### src/rtl/hack_mem_pkg.sv
// Shared definitions for the Hack memory arbiter.
// Contents:
//   - address, data and video-offset widths
//   - default screen base address
//   - arbiter state and owner enums
//   - the video address helper
package hack_mem_pkg;

    localparam int ADDR_W = 15;
    localparam int DATA_W = 16;
    localparam int VOFF_W = 13;

    localparam logic [ADDR_W-1:0] SCREEN_BASE = 15'h4000;

    typedef enum logic [1:0] {
        ST_IDLE = 2'd0,
        ST_ACC  = 2'd1,
        ST_RSP  = 2'd2
    } state_e;

    typedef enum logic {
        OWN_CPU = 1'b0,
        OWN_VID = 1'b1
    } owner_e;

    // The screen offset is added to the base in 15-bit arithmetic, so a
    // base near the top of memory wraps around to the bottom.
    function automatic logic [ADDR_W-1:0] vid_word_addr(
        input logic [ADDR_W-1:0] base,
        input logic [VOFF_W-1:0] off
    );
        return base + {2'b00, off};
    endfunction

endpackage

### src/rtl/hack_mem_arbiter.sv
// Two-requester arbiter for one single-port synchronous RAM with a
// 1-cycle read latency. The requesters are the Hack CPU data port and the
// video scan-out.
//
// Every access takes two cycles:
//   - ACC: command cycle; the ram_* outputs drive the RAM.
//   - RSP: response cycle; the owner's ack is high and its rdata passes
//     ram_rdata straight through.
// Arbitration happens in IDLE and in RSP, so back-to-back accesses run at
// one access every two cycles.
//
// Priority:
//   - The CPU wins when both request.
//   - A waiting video request is starved out at most MAX_WAIT times.
//
// Ports:
//   clk, reset_n                    clock, asynchronous active-low reset
//   cpu_req/we/addr/wdata           CPU request (held until cpu_ack)
//   cpu_rdata, cpu_ack, cpu_stall   CPU response and clock-enable freeze
//   vid_req, vid_addr               video read request, screen word offset
//   vid_rdata, vid_ack              video response
//   ram_en/we/addr/wdata, ram_rdata RAM command and read data
module hack_mem_arbiter
    import hack_mem_pkg::*;
#(
    parameter logic [ADDR_W-1:0] VID_BASE = SCREEN_BASE,
    parameter int                MAX_WAIT = 4
) (
    input  logic              clk,
    input  logic              reset_n,
    input  logic              cpu_req,
    input  logic              cpu_we,
    input  logic [ADDR_W-1:0] cpu_addr,
    input  logic [DATA_W-1:0] cpu_wdata,
    output logic [DATA_W-1:0] cpu_rdata,
    output logic              cpu_ack,
    output logic              cpu_stall,
    input  logic              vid_req,
    input  logic [VOFF_W-1:0] vid_addr,
    output logic [DATA_W-1:0] vid_rdata,
    output logic              vid_ack,
    output logic              ram_en,
    output logic              ram_we,
    output logic [ADDR_W-1:0] ram_addr,
    output logic [DATA_W-1:0] ram_wdata,
    input  logic [DATA_W-1:0] ram_rdata
);

    localparam int WCW = (MAX_WAIT > 0) ? $clog2(MAX_WAIT + 1) : 1;
    localparam logic [WCW-1:0] WAIT_MAX = WCW'(MAX_WAIT);

    state_e            state_q, state_d;
    owner_e            owner_q, owner_d;
    logic [WCW-1:0]    wait_cnt_q, wait_cnt_d;
    logic              ram_en_q, ram_en_d;
    logic              ram_we_q, ram_we_d;
    logic [ADDR_W-1:0] ram_addr_q, ram_addr_d;
    logic [DATA_W-1:0] ram_wdata_q, ram_wdata_d;

    logic              vid_wins_s;
    logic              cpu_ack_s;
    logic              vid_ack_s;

    // Next-state logic: arbitration, wait counter and RAM command capture.
    always_comb begin
        state_d     = state_q;
        owner_d     = owner_q;
        wait_cnt_d  = wait_cnt_q;
        ram_en_d    = 1'b0;
        ram_we_d    = 1'b0;
        ram_addr_d  = {ADDR_W{1'b0}};
        ram_wdata_d = {DATA_W{1'b0}};

        // Video takes the slot when it is alone, or once the CPU has beaten
        // it MAX_WAIT times in a row.
        vid_wins_s  = vid_req && (!cpu_req || (wait_cnt_q == WAIT_MAX));

        case (state_q)
            ST_IDLE, ST_RSP: begin
                if (vid_wins_s) begin
                    state_d    = ST_ACC;
                    owner_d    = OWN_VID;
                    wait_cnt_d = {WCW{1'b0}};
                    ram_en_d   = 1'b1;
                    ram_we_d   = 1'b0;
                    ram_addr_d = vid_word_addr(VID_BASE, vid_addr);
                end else if (cpu_req) begin
                    state_d     = ST_ACC;
                    owner_d     = OWN_CPU;
                    ram_en_d    = 1'b1;
                    ram_we_d    = cpu_we;
                    ram_addr_d  = cpu_addr;
                    ram_wdata_d = cpu_wdata;
                    // Count a lost round only when video was actually waiting.
                    if (vid_req && (wait_cnt_q != WAIT_MAX)) begin
                        wait_cnt_d = wait_cnt_q + WCW'(1);
                    end else begin
                        wait_cnt_d = wait_cnt_q;
                    end
                end else begin
                    state_d = ST_IDLE;
                end
            end
            ST_ACC: begin
                // The RAM samples the command at the end of ACC.
                // Its data is back in RSP.
                state_d = ST_RSP;
            end
            default: begin
                state_d = ST_IDLE;
            end
        endcase
    end

    // State, owner, wait counter and registered RAM command.
    always_ff @(posedge clk or negedge reset_n) begin
        if (!reset_n) begin
            state_q     <= ST_IDLE;
            owner_q     <= OWN_CPU;
            wait_cnt_q  <= {WCW{1'b0}};
            ram_en_q    <= 1'b0;
            ram_we_q    <= 1'b0;
            ram_addr_q  <= {ADDR_W{1'b0}};
            ram_wdata_q <= {DATA_W{1'b0}};
        end else begin
            state_q     <= state_d;
            owner_q     <= owner_d;
            wait_cnt_q  <= wait_cnt_d;
            ram_en_q    <= ram_en_d;
            ram_we_q    <= ram_we_d;
            ram_addr_q  <= ram_addr_d;
            ram_wdata_q <= ram_wdata_d;
        end
    end

    // Response decode: the owner of the access is acknowledged in RSP.
    always_comb begin
        cpu_ack_s = 1'b0;
        vid_ack_s = 1'b0;
        if (state_q == ST_RSP) begin
            if (owner_q == OWN_CPU) begin
                cpu_ack_s = 1'b1;
            end else begin
                vid_ack_s = 1'b1;
            end
        end else begin
            cpu_ack_s = 1'b0;
            vid_ack_s = 1'b0;
        end
    end

    assign ram_en    = ram_en_q;
    assign ram_we    = ram_we_q;
    assign ram_addr  = ram_addr_q;
    assign ram_wdata = ram_wdata_q;

    assign cpu_ack   = cpu_ack_s;
    assign vid_ack   = vid_ack_s;
    assign cpu_rdata = cpu_ack_s ? ram_rdata : {DATA_W{1'b0}};
    assign vid_rdata = vid_ack_s ? ram_rdata : {DATA_W{1'b0}};
    assign cpu_stall = cpu_req & ~cpu_ack_s;

endmodule

### config.mk
export PLATFORM = sky130hd
export DESIGN_NAME = hack_mem_arbiter
export DESIGN_NICKNAME = d
export VERILOG_FILES = /design/src/rtl/hack_mem_pkg.sv /design/src/rtl/hack_mem_arbiter.sv
export SDC_FILE = /design/constraint.sdc
export NUM_CORES = 1
export LEC_CHECK = 0
export BUFFER_PORTS_ARGS = -buffer_cell sky130_fd_sc_hd__buf_2
export CORE_ASPECT_RATIO = 2
export CORE_MARGIN = 3
export CORE_UTILIZATION = 39
export DETAILED_ROUTE_END_ITERATION = 6
export HOLD_SLACK_MARGIN = 0.06
export PLACE_DENSITY = 0.79
export SLEW_MARGIN = 0
export SYNTH_ARGS = -nofsm -noshare
export SYNTH_HDL_FRONTEND = slang
export SYNTH_SLANG_ARGS = --single-unit
### constraint.sdc
create_clock -name clk -period 1.5 [get_ports clk]
set_input_delay 0.225 -clock clk [delete_from_list [all_inputs] [get_ports clk]]
set_output_delay 0.225 -clock clk [all_outputs]
set_load 0.01 [all_outputs]
## Word level (Yosys, flattened, before mapping)

Index checks and enable logic that the tools add are counted.

| word-level totals | value |
|---|---|
| flip-flop bits (word level) | 39 |
| input bits | 65 |
| output and inout port bits | 68 |
| word-level logic and storage cells | 51 |

| cells by class | value |
|---|---|
| $add $sub $neg | 2 |
| equal/unequal tests | 4 |
| multiplexer cells | 26 |
| bitwise logic cells | 2 |
| reductions and logical operators | 10 |

Operators with widths:

| cell | number |
|---|---|
| 2-to-1 mux 16 bit | 5 |
| 2-to-1 mux 15 bit | 3 |
| adder 15 x 13 -> 15 bit, first input constant | 1 |
| 2-to-1 mux 1 bit | 14 |
| 2-to-1 mux 3 bit | 3 |
| one-hot mux 2 bit (2 select lines) | 1 |
| nonzero test 2 bit | 2 |
| adder 3 x 1 -> 3 bit, second input constant | 1 |
| == test 3 bit, second input constant | 1 |
| inequality test 3 bit, second input constant | 1 |
| AND reduction 3 bit | 1 |
| == test 2 x 1 -> 1 bit, second input constant | 1 |
| == test 2 bit, second input constant | 1 |
| logical AND 1 bit | 2 |
| zero test 2 bit | 1 |
| AND reduction 2 bit | 1 |
| OR reduction 2 bit | 1 |
| AND 1 bit | 1 |
| zero test 1 bit | 1 |
| logical OR 1 bit | 1 |
| inverter 1 bit | 1 |

## Logic depth before layout (Yosys ltp)

Gate-level depths: netlist (run 1).

| logic depth | value |
|---|---|
| word-level depth | 5 |
| gate-level depth with buffers | 6 |
| depth with buffers taken out | 5 |

## Worst setup path after synthesis (run 1)

Ideal clock, no wire load.

| timing | value |
|---|---|
| kind | register to output |
| start point | reg state_q[0] |
| end point | out cpu_rdata[10] |
| arrival | 1.164 ns |
| required time | 1.275 ns |
| setup slack | 0.111 ns |
| stages on the path, launching flop included | 4 |
| path buffers | 1 |
| path through | dfrtp_1 nor3b_2 buf_2 and2_1 |

| on the way | value |
|---|---|
| longest elaborated chain between the ends | 3 |

Ends and longest elaborated chain:

| what | RTL line | RTL |
|---|---|---|
| start, declared | hack_mem_arbiter.sv:52 | `state_e state_q, state_d;` |
| start signal, assigned | hack_mem_arbiter.sv:126 | `state_q <= state_d;` |
| == test 2 bit | hack_mem_arbiter.sv:140 | `if (state_q == ST_RSP) begin` |
| 2-to-1 mux 1 bit | hack_mem_arbiter.sv:140 |  |
| net cpu_ack | hack_mem_arbiter.sv:36 | `output logic cpu_ack,` |
| 2-to-1 mux 16 bit | hack_mem_arbiter.sv:159 | `assign cpu_rdata = cpu_ack_s ? ram_rdata : {DATA_W{1'b0}};` |
| end, declared | hack_mem_arbiter.sv:35 | `output logic [DATA_W-1:0] cpu_rdata,` |

The timed path passes the listed nets, and every way through them passes these cells.

## Worst setup path after layout (run 1)

| timing | value |
|---|---|
| start point | reg state_q[0] |
| end point | out cpu_rdata[6] |

| on the way | value |
|---|---|
| longest elaborated chain between the ends | 3 |

Ends and longest elaborated chain:

| what | RTL line |
|---|---|
| == test 2 bit | hack_mem_arbiter.sv:140 |
| 2-to-1 mux 1 bit | hack_mem_arbiter.sv:140 |
| 2-to-1 mux 16 bit | hack_mem_arbiter.sv:159 |

Every way passes these cells.

==> results.json, run 1 <==
{
  "std_cell_rows": 33,
  "final_net_count": 363,
  "worstSkewPairLatency_ns": 0.28,
  "global_route.overflow_total": 0,
  "gp_congestion": 0.7106,
  "tritoncts_num_sinks": 39,
  "ys_seq_area_frac": 0.5774,
  "grt_max_degree": 40,
  "setup_viol": 33,
  "failed_checks": "setup timing",
  "synth_top_cells_by_area": "sky130_fd_sc_hd__dfrtp_1, sky130_fd_sc_hd__and2_1, sky130_fd_sc_hd__a2bb2oi_1",
  "wire_per_inst_um": 13.65,
  "max-clock-path-buffers": 2,
  "cts_root_buf": "sky130_fd_sc_hd__clkbuf_8",
  "nets_in_the_synthesized_netlist": 220,
  "route.detailed.drc": 0,
  "postLayoutCoreUtil": 0.6309,
  "synthDominantCellAreaShare": 0.5774,
  "worstPathRequired_ns": 1.27,
  "setup-tns-final_ns": -2.945,
  "drt-initial-drc-count": 16,
  "final_min_period_over_clock_period": 1.077,
  "final_common_cell": "sky130_fd_sc_hd__buf_2",
  "yosysUniqueCellTypes": 23,
  "final_cell_mix": "sky130_fd_sc_hd__buf_2, sky130_fd_sc_hd__dfrtp_1, sky130_fd_sc_hd__and2_1",
  "vdd_ir_drop_max_v": 0.0008817,
  "worst-path-max-fanout": 9,
  "syn-cell-area_sq_mm": 0.001690,
  "drv_cap": 0,
  "grt.total_usage": 0.1872,
  "cp-start-kind": "flip-flop",
  "worst_ep_arrival_time_ns": 1.39,
  "finClkSkew_ns": 0.004760,
  "post-route-cell-area_sq_mm": 0.002605,
  "core_area_sq_mm": 0.004129,
  "worst-r2r-cell-count": 6,
  "post_route_cells_drive_above_1_share": 0.5320,
  "holdPathStages": 3,
  "n_antenna_cell": 0,
  "port-buffer-count": 132,
  "cp_capture_type": "primary output",
  "die_w_um": 52.55,
  "headroom_to_the_max_slew_limit": 0.6838,
  "area.growth.synth_to_final_pct": 54.11,
  "timing.final.max_slew_violations": 0,
  "avgSynthCellArea_sq_um": 11.05,
  "cts_tree": "built",
  "vias": 1660,
  "number_of_buffers_added_by_the_clock_tree_synthesis_step": 5,
  "rsz0062_at_grt": "yes",
  "yosys_warnings": 0,
  "number_of_global_route_vias_before_repair": 1635,
  "pwr_density_cell_mw_per_mm2": 1012,
  "initial_utilization": 0.4094,
  "drt.antenna.violating_nets": 0,
  "dieArea_sq_mm": 0.005208,
  "worst_hold_path_type": "in2reg",
  "timing.setup.critical_path_class": "reg2out",
  "clkSlewWorstSetupHoldPaths_ns": 0.07,
  "htree_num_levels": 2,
  "report.final.hold_viol_count": 0,
  "library_cell_with_the_largest_summed_area_after_synthesis": "sky130_fd_sc_hd__dfrtp_1",
  "average_via_count_per_standard_cell": 4.756,
  "grt_pass1_wl_um": 7341,
  "max_fclk_mhz": 618.8,
  "final_critical_period_ns": 1.616,
  "syn-instance-count": 153,
  "postSynthRegisterBits": 39,
  "antenna_found_initial": 0,
  "detailed_place_hpwl_um": 3740,
  "power_leakage_nw": 1.588,
  "run_status": "complete, but fails checks",
  "die_extent_in_y_um": 99.11,
  "final_critical_path_setup_slack_ns": -0.1161,
  "worst-slew-pin-transition_ns": 0.4743,
  "placed_cell_area_sq_mm": 0.002462,
  "io_pins": 133,
  "drt-pass1-iter-count": 4,
  "postRouteWirelength_um": 4764
}
[cell usage after synthesis]
| master | count |
|---|---|
| sky130_fd_sc_hd__nand2_1 | 17 |
| sky130_fd_sc_hd__and2_1 | 32 |
| sky130_fd_sc_hd__o21ai_1 | 1 |
| sky130_fd_sc_hd__o31ai_1 | 1 |
| sky130_fd_sc_hd__buf_2 | 3 |
| sky130_fd_sc_hd__a21bo_2 | 1 |
| sky130_fd_sc_hd__nor2b_1 | 3 |
| sky130_fd_sc_hd__nand2b_4 | 1 |
| sky130_fd_sc_hd__nand2b_1 | 3 |
| sky130_fd_sc_hd__a22o_1 | 1 |
| sky130_fd_sc_hd__nand3_1 | 1 |
| sky130_fd_sc_hd__and3_1 | 18 |
| sky130_fd_sc_hd__dfrtp_1 | 39 |
| sky130_fd_sc_hd__ha_1 | 2 |
| sky130_fd_sc_hd__a21o_1 | 1 |
| sky130_fd_sc_hd__clkbuf_1 | 3 |
| sky130_fd_sc_hd__inv_1 | 4 |
| sky130_fd_sc_hd__nor2_1 | 3 |
| sky130_fd_sc_hd__nor3b_2 | 2 |
| sky130_fd_sc_hd__o22ai_1 | 1 |
| sky130_fd_sc_hd__nor3_1 | 1 |
| sky130_fd_sc_hd__a2bb2oi_1 | 13 |
| sky130_fd_sc_hd__buf_4 | 2 |
[worst max-delay path, cell delays in order (launching register included)]
cell and delay, ns:
sky130_fd_sc_hd__dfrtp_2 0.44, sky130_fd_sc_hd__nor3b_4 0.26, sky130_fd_sc_hd__buf_6 0.16, sky130_fd_sc_hd__and2_1 0.13, sky130_fd_sc_hd__buf_2 0.13
[sequential cells by signal, indices dropped and copies added (netlist names)]
| name | cells |
|---|---|
| ram_we | 1 |
| ram_wdata | 16 |
| owner_q | 1 |
| wait_cnt_q | 3 |
| ram_addr | 15 |
| state_q | 2 |
| ram_en | 1 |
[power by group]
group	internal (mW)	switching, mW	total [mW]
registers	1.18	0.0582	1.23
logic	0.369	0.369	0.737
clock network	0.325	0.341	0.666
total	1.87	0.768	2.64
[metrics by stage]
stage | instances | setup slack [ns] | hold slack, ns | total power [mW]
3_3_place_gp | 337 | 0.1562 | 0.2932 | 1.923
5_1_grt | 349 | -0.2038 | 0.1560 | 2.816
3_5_place_dp | 337 | 0.06189 | 0.3041 | 1.954
2_1_floorplan | 153 | 0.1112 | -0.07059 | 1.606
6_report | 349 | -0.1161 | 0.1417 | 2.636
4_1_cts | 348 | -0.1135 | 0.1349 | 2.652
[path summary, 6_finish.rpt]
path                          startpoint      endpoint  slack, ns
max                           state_q[0]  cpu_rdata[6]      -0.12
min                         cpu_addr[14]  ram_addr[14]       0.14
max reg2reg                wait_cnt_q[0]  ram_addr[11]       0.09
min reg2reg                   state_q[1]    state_q[1]       0.46
max in group asynchronous        reset_n    state_q[0]       0.60
min in group asynchronous        reset_n  ram_wdata[0]       0.53
[cells by family after synthesis]
group                      share of synthesized area
buffers and inverters                        0.03330
adders and majority gates                    0.01480
AOI/OAI and AO/OA                            0.09401
and+or+nand+nor                               0.2805
DFF                                           0.5774
[per-layer routing]
| metal | global-route usage | vias up | wire length [um] |
|---|---|---|---|
| li1 | - | 794 | - |
| met4 | 0.06890 | 0 | 95 |
| met3 | 0.05097 | 6 | 533 |
| met1 | 0.1814 | 753 | 1554 |
| met2 | 0.3534 | 107 | 2581 |
| met5 | 0 | - | 0 |
[layout make-up]
type,count,area (sq um)
inverter,4,15.01
timing repair buffer,144,789.5
clock inverter,2,12.51
multi-input combinational,102,673.1
clock buffer,6,72.57
tap,52,65.06
fill,407,1524
sequential,39,977.2
[what timing repair did]
action | CTS | global route
setup buffers | 1 | 1
pin swaps | 1 | 1
endpoints found under the hold margin | 39 | 0
setup endpoints to repair | 35 | 42
cloned | 1 | 0
hold buffers | 1 | 0
gates resized for setup | 7 | 1
No activity file was read; power rests on OpenSTA's default activity.
==> inputs of run 2 (changes only) <==
- CELL_PAD_IN_SITES_DETAIL_PLACEMENT: default -> 0
- CELL_PAD_IN_SITES_GLOBAL_PLACEMENT: default -> 1
- CORE_UTILIZATION: 39 -> 27
- PLACE_DENSITY: 0.79 -> default
- PLACE_DENSITY_LB_ADDON: default -> 0.1
==> results.json, run 2 (synthesized netlist as in run 1, its figures left out) <==
{
  "final_critical_period_ns": 1.576,
  "cp-start-kind": "flip-flop",
  "finClkSkew_ns": 0.003090,
  "timing.final.max_slew_violations": 0,
  "worstSkewPairLatency_ns": 0.27,
  "largest_register_ff_count": 16,
  "average_via_count_per_standard_cell": 4.261,
  "pwr_density_cell_mw_per_mm2": 1085,
  "power_leakage_nw": 1.614,
  "area.growth.synth_to_final_pct": 61.58,
  "global_route.overflow_total": 0,
  "dieArea_sq_mm": 0.007304,
  "max_fclk_mhz": 634.4,
  "worst-path-max-fanout": 18,
  "postRouteWirelength_um": 4867,
  "n_antenna_cell": 0,
  "critical_path.slowest_cell": "sky130_fd_sc_hd__dfrtp_2",
  "worst-slew-pin-transition_ns": 0.2234,
  "std_cell_rows": 40,
  "tritoncts_num_sinks": 39,
  "final_min_period_over_clock_period": 1.051,
  "number_of_global_route_vias_before_repair": 1580,
  "worst_ep_arrival_time_ns": 1.35,
  "postLayoutCoreUtil": 0.4510,
  "drt-met1-wl_um": 1481,
  "drt-pass1-iter-count": 4,
  "final_critical_path_setup_slack_ns": -0.07641,
  "worst_hold_path_type": "in2reg",
  "max-clock-path-buffers": 2,
  "power.internal_mw": 2.170,
  "n_fill_cell": 622,
  "initial_utilization": 0.2791,
  "timing.setup.critical_path_class": "reg2out",
  "io_pins": 133,
  "grt_pass1_wl_um": 7307,
  "dr_wl_met3_um": 542,
  "setup_viol": 33,
  "die_w_um": 61.95,
  "path_cells": "nor3b_2 -> buf_6 -> and2_1 -> buf_2",
  "antenna_found_initial": 0,
  "grt_max_degree": 40,
  "gp_congestion": 0.6978,
  "rsz0062_at_grt": "yes",
  "cts_tree": "built",
  "pre_cts_ws_ns": 0.1282,
  "cp_capture_type": "primary output",
  "headroom_to_the_max_slew_limit": 0.8498,
  "number_of_buffers_added_by_the_clock_tree_synthesis_step": 5,
  "clkSlewWorstSetupHoldPaths_ns": 0.06,
  "routed.top_layer": "met4",
  "cts_root_buf": "sky130_fd_sc_hd__clkbuf_16",
  "drt.antenna.violating_nets": 0,
  "report.final.hold_viol_count": 0,
  "setup-tns-final_ns": -2.134,
  "dr_wl_met2_um": 2761,
  "die_extent_in_y_um": 117.9,
  "final_cell_mix": "sky130_fd_sc_hd__buf_2, sky130_fd_sc_hd__dfrtp_1, sky130_fd_sc_hd__and2_1",
  "failed_checks": "setup timing",
  "critical-path-max-stage-delay_ns": 0.45,
  "detailed_place_hpwl_um": 3892,
  "grt.total_usage": 0.1364,
  "run_status": "complete, but fails checks",
  "drt-initial-drc-count": 9,
  "port-buffer-count": 132,
  "power.switching_fraction": 0.2679,
  "combPwrFrac": 0.249,
  "vdd_ir_drop_max_v": 0.0006812,
  "net_switching_component_of_the_power_mw": 0.7940,
  "post_route_cells_drive_above_1_share": 0.5220,
  "vias": 1615,
  "wire_per_inst_um": 12.84,
  "drv_cap": 0,
  "htree_num_levels": 2,
  "fin_total_pwr_mw": 2.964,
  "core_area_sq_mm": 0.006056,
  "route.detailed.drc": 0,
  "final_common_cell": "sky130_fd_sc_hd__buf_2",
  "worstPathRequired_ns": 1.27,
  "power.clock.fraction": 0.335,
  "final_net_count": 361,
  "seq_power_share": 0.416
}
-- run 2: metrics by stage --
step                      cells  hold slack, ns  area, sq um
final                       379          0.1553         2731
after global routing        379          0.1744         2731
after global placement      369          0.2045         2527
after CTS                   378          0.1490         2711
after floorplan             153        -0.07059         1690
after detailed placement    369          0.2122         2527
-- run 2: critical path: cells and delay by family (launching register included) --
family | cells | cell delay, ns
and+or+nand+nor | 2 | 0.34
buffers and inverters | 2 | 0.29
DFF | 1 | 0.45
-- run 2: final timing paths --
| check | from | to | slack [ns] | depth (start not counted) |
|---|---|---|---|---|
| min in group asynchronous | reset_n | ram_addr[3] | 0.44 | 3 |
| min | cpu_addr[14] | ram_addr[14] | 0.16 | 3 |
| min reg2reg | state_q[1] | state_q[1] | 0.44 | 1 |
| max | state_q[0] | cpu_rdata[8] | -0.08 | 4 |
| max in group asynchronous | reset_n | state_q[0] | 0.85 | 3 |
| max reg2reg | wait_cnt_q[1] | ram_addr[6] | 0.11 | 6 |
-- run 2: layout make-up --
cell class	count	area, sq um	area share
clock buffer	7	132.6	0.04856
sequential	39	977.2	0.3578
tap	84	105.1	0.03848
multi-input combinational	102	666.9	0.2442
inverter	4	15.01	0.005497
timing repair buffer	142	829.5	0.3037
clock inverter	1	5.005	0.001832
-- run 2: what timing repair did --
action                                 in CTS  in global routing
gates resized for setup                     8                  2
endpoints found under the hold margin      39                  0
setup endpoints to repair                  35                 36
cloned                                      0                  0
setup buffers                               0                  1
hold buffers                                1                  0
-- run 2: metal layers --
metal / vias to the layer above / global-route usage
met5: - / 0
met2: 102 / 0.2623
met3: 7 / 0.04501
met1: 713 / 0.1149
met4: 0 / 0.05179
li1: 793 / -
-- run 2: power by group through the flow --
stage               Clock, mW  Combinational, mW  Sequential (mW)
floorplan                   0              0.309             1.30
global placement            0              0.720             1.25
detailed placement          0              0.725             1.25
CTS                      1.03              0.739             1.23
global route             1.08              0.832             1.24
finish                  0.993              0.738             1.23
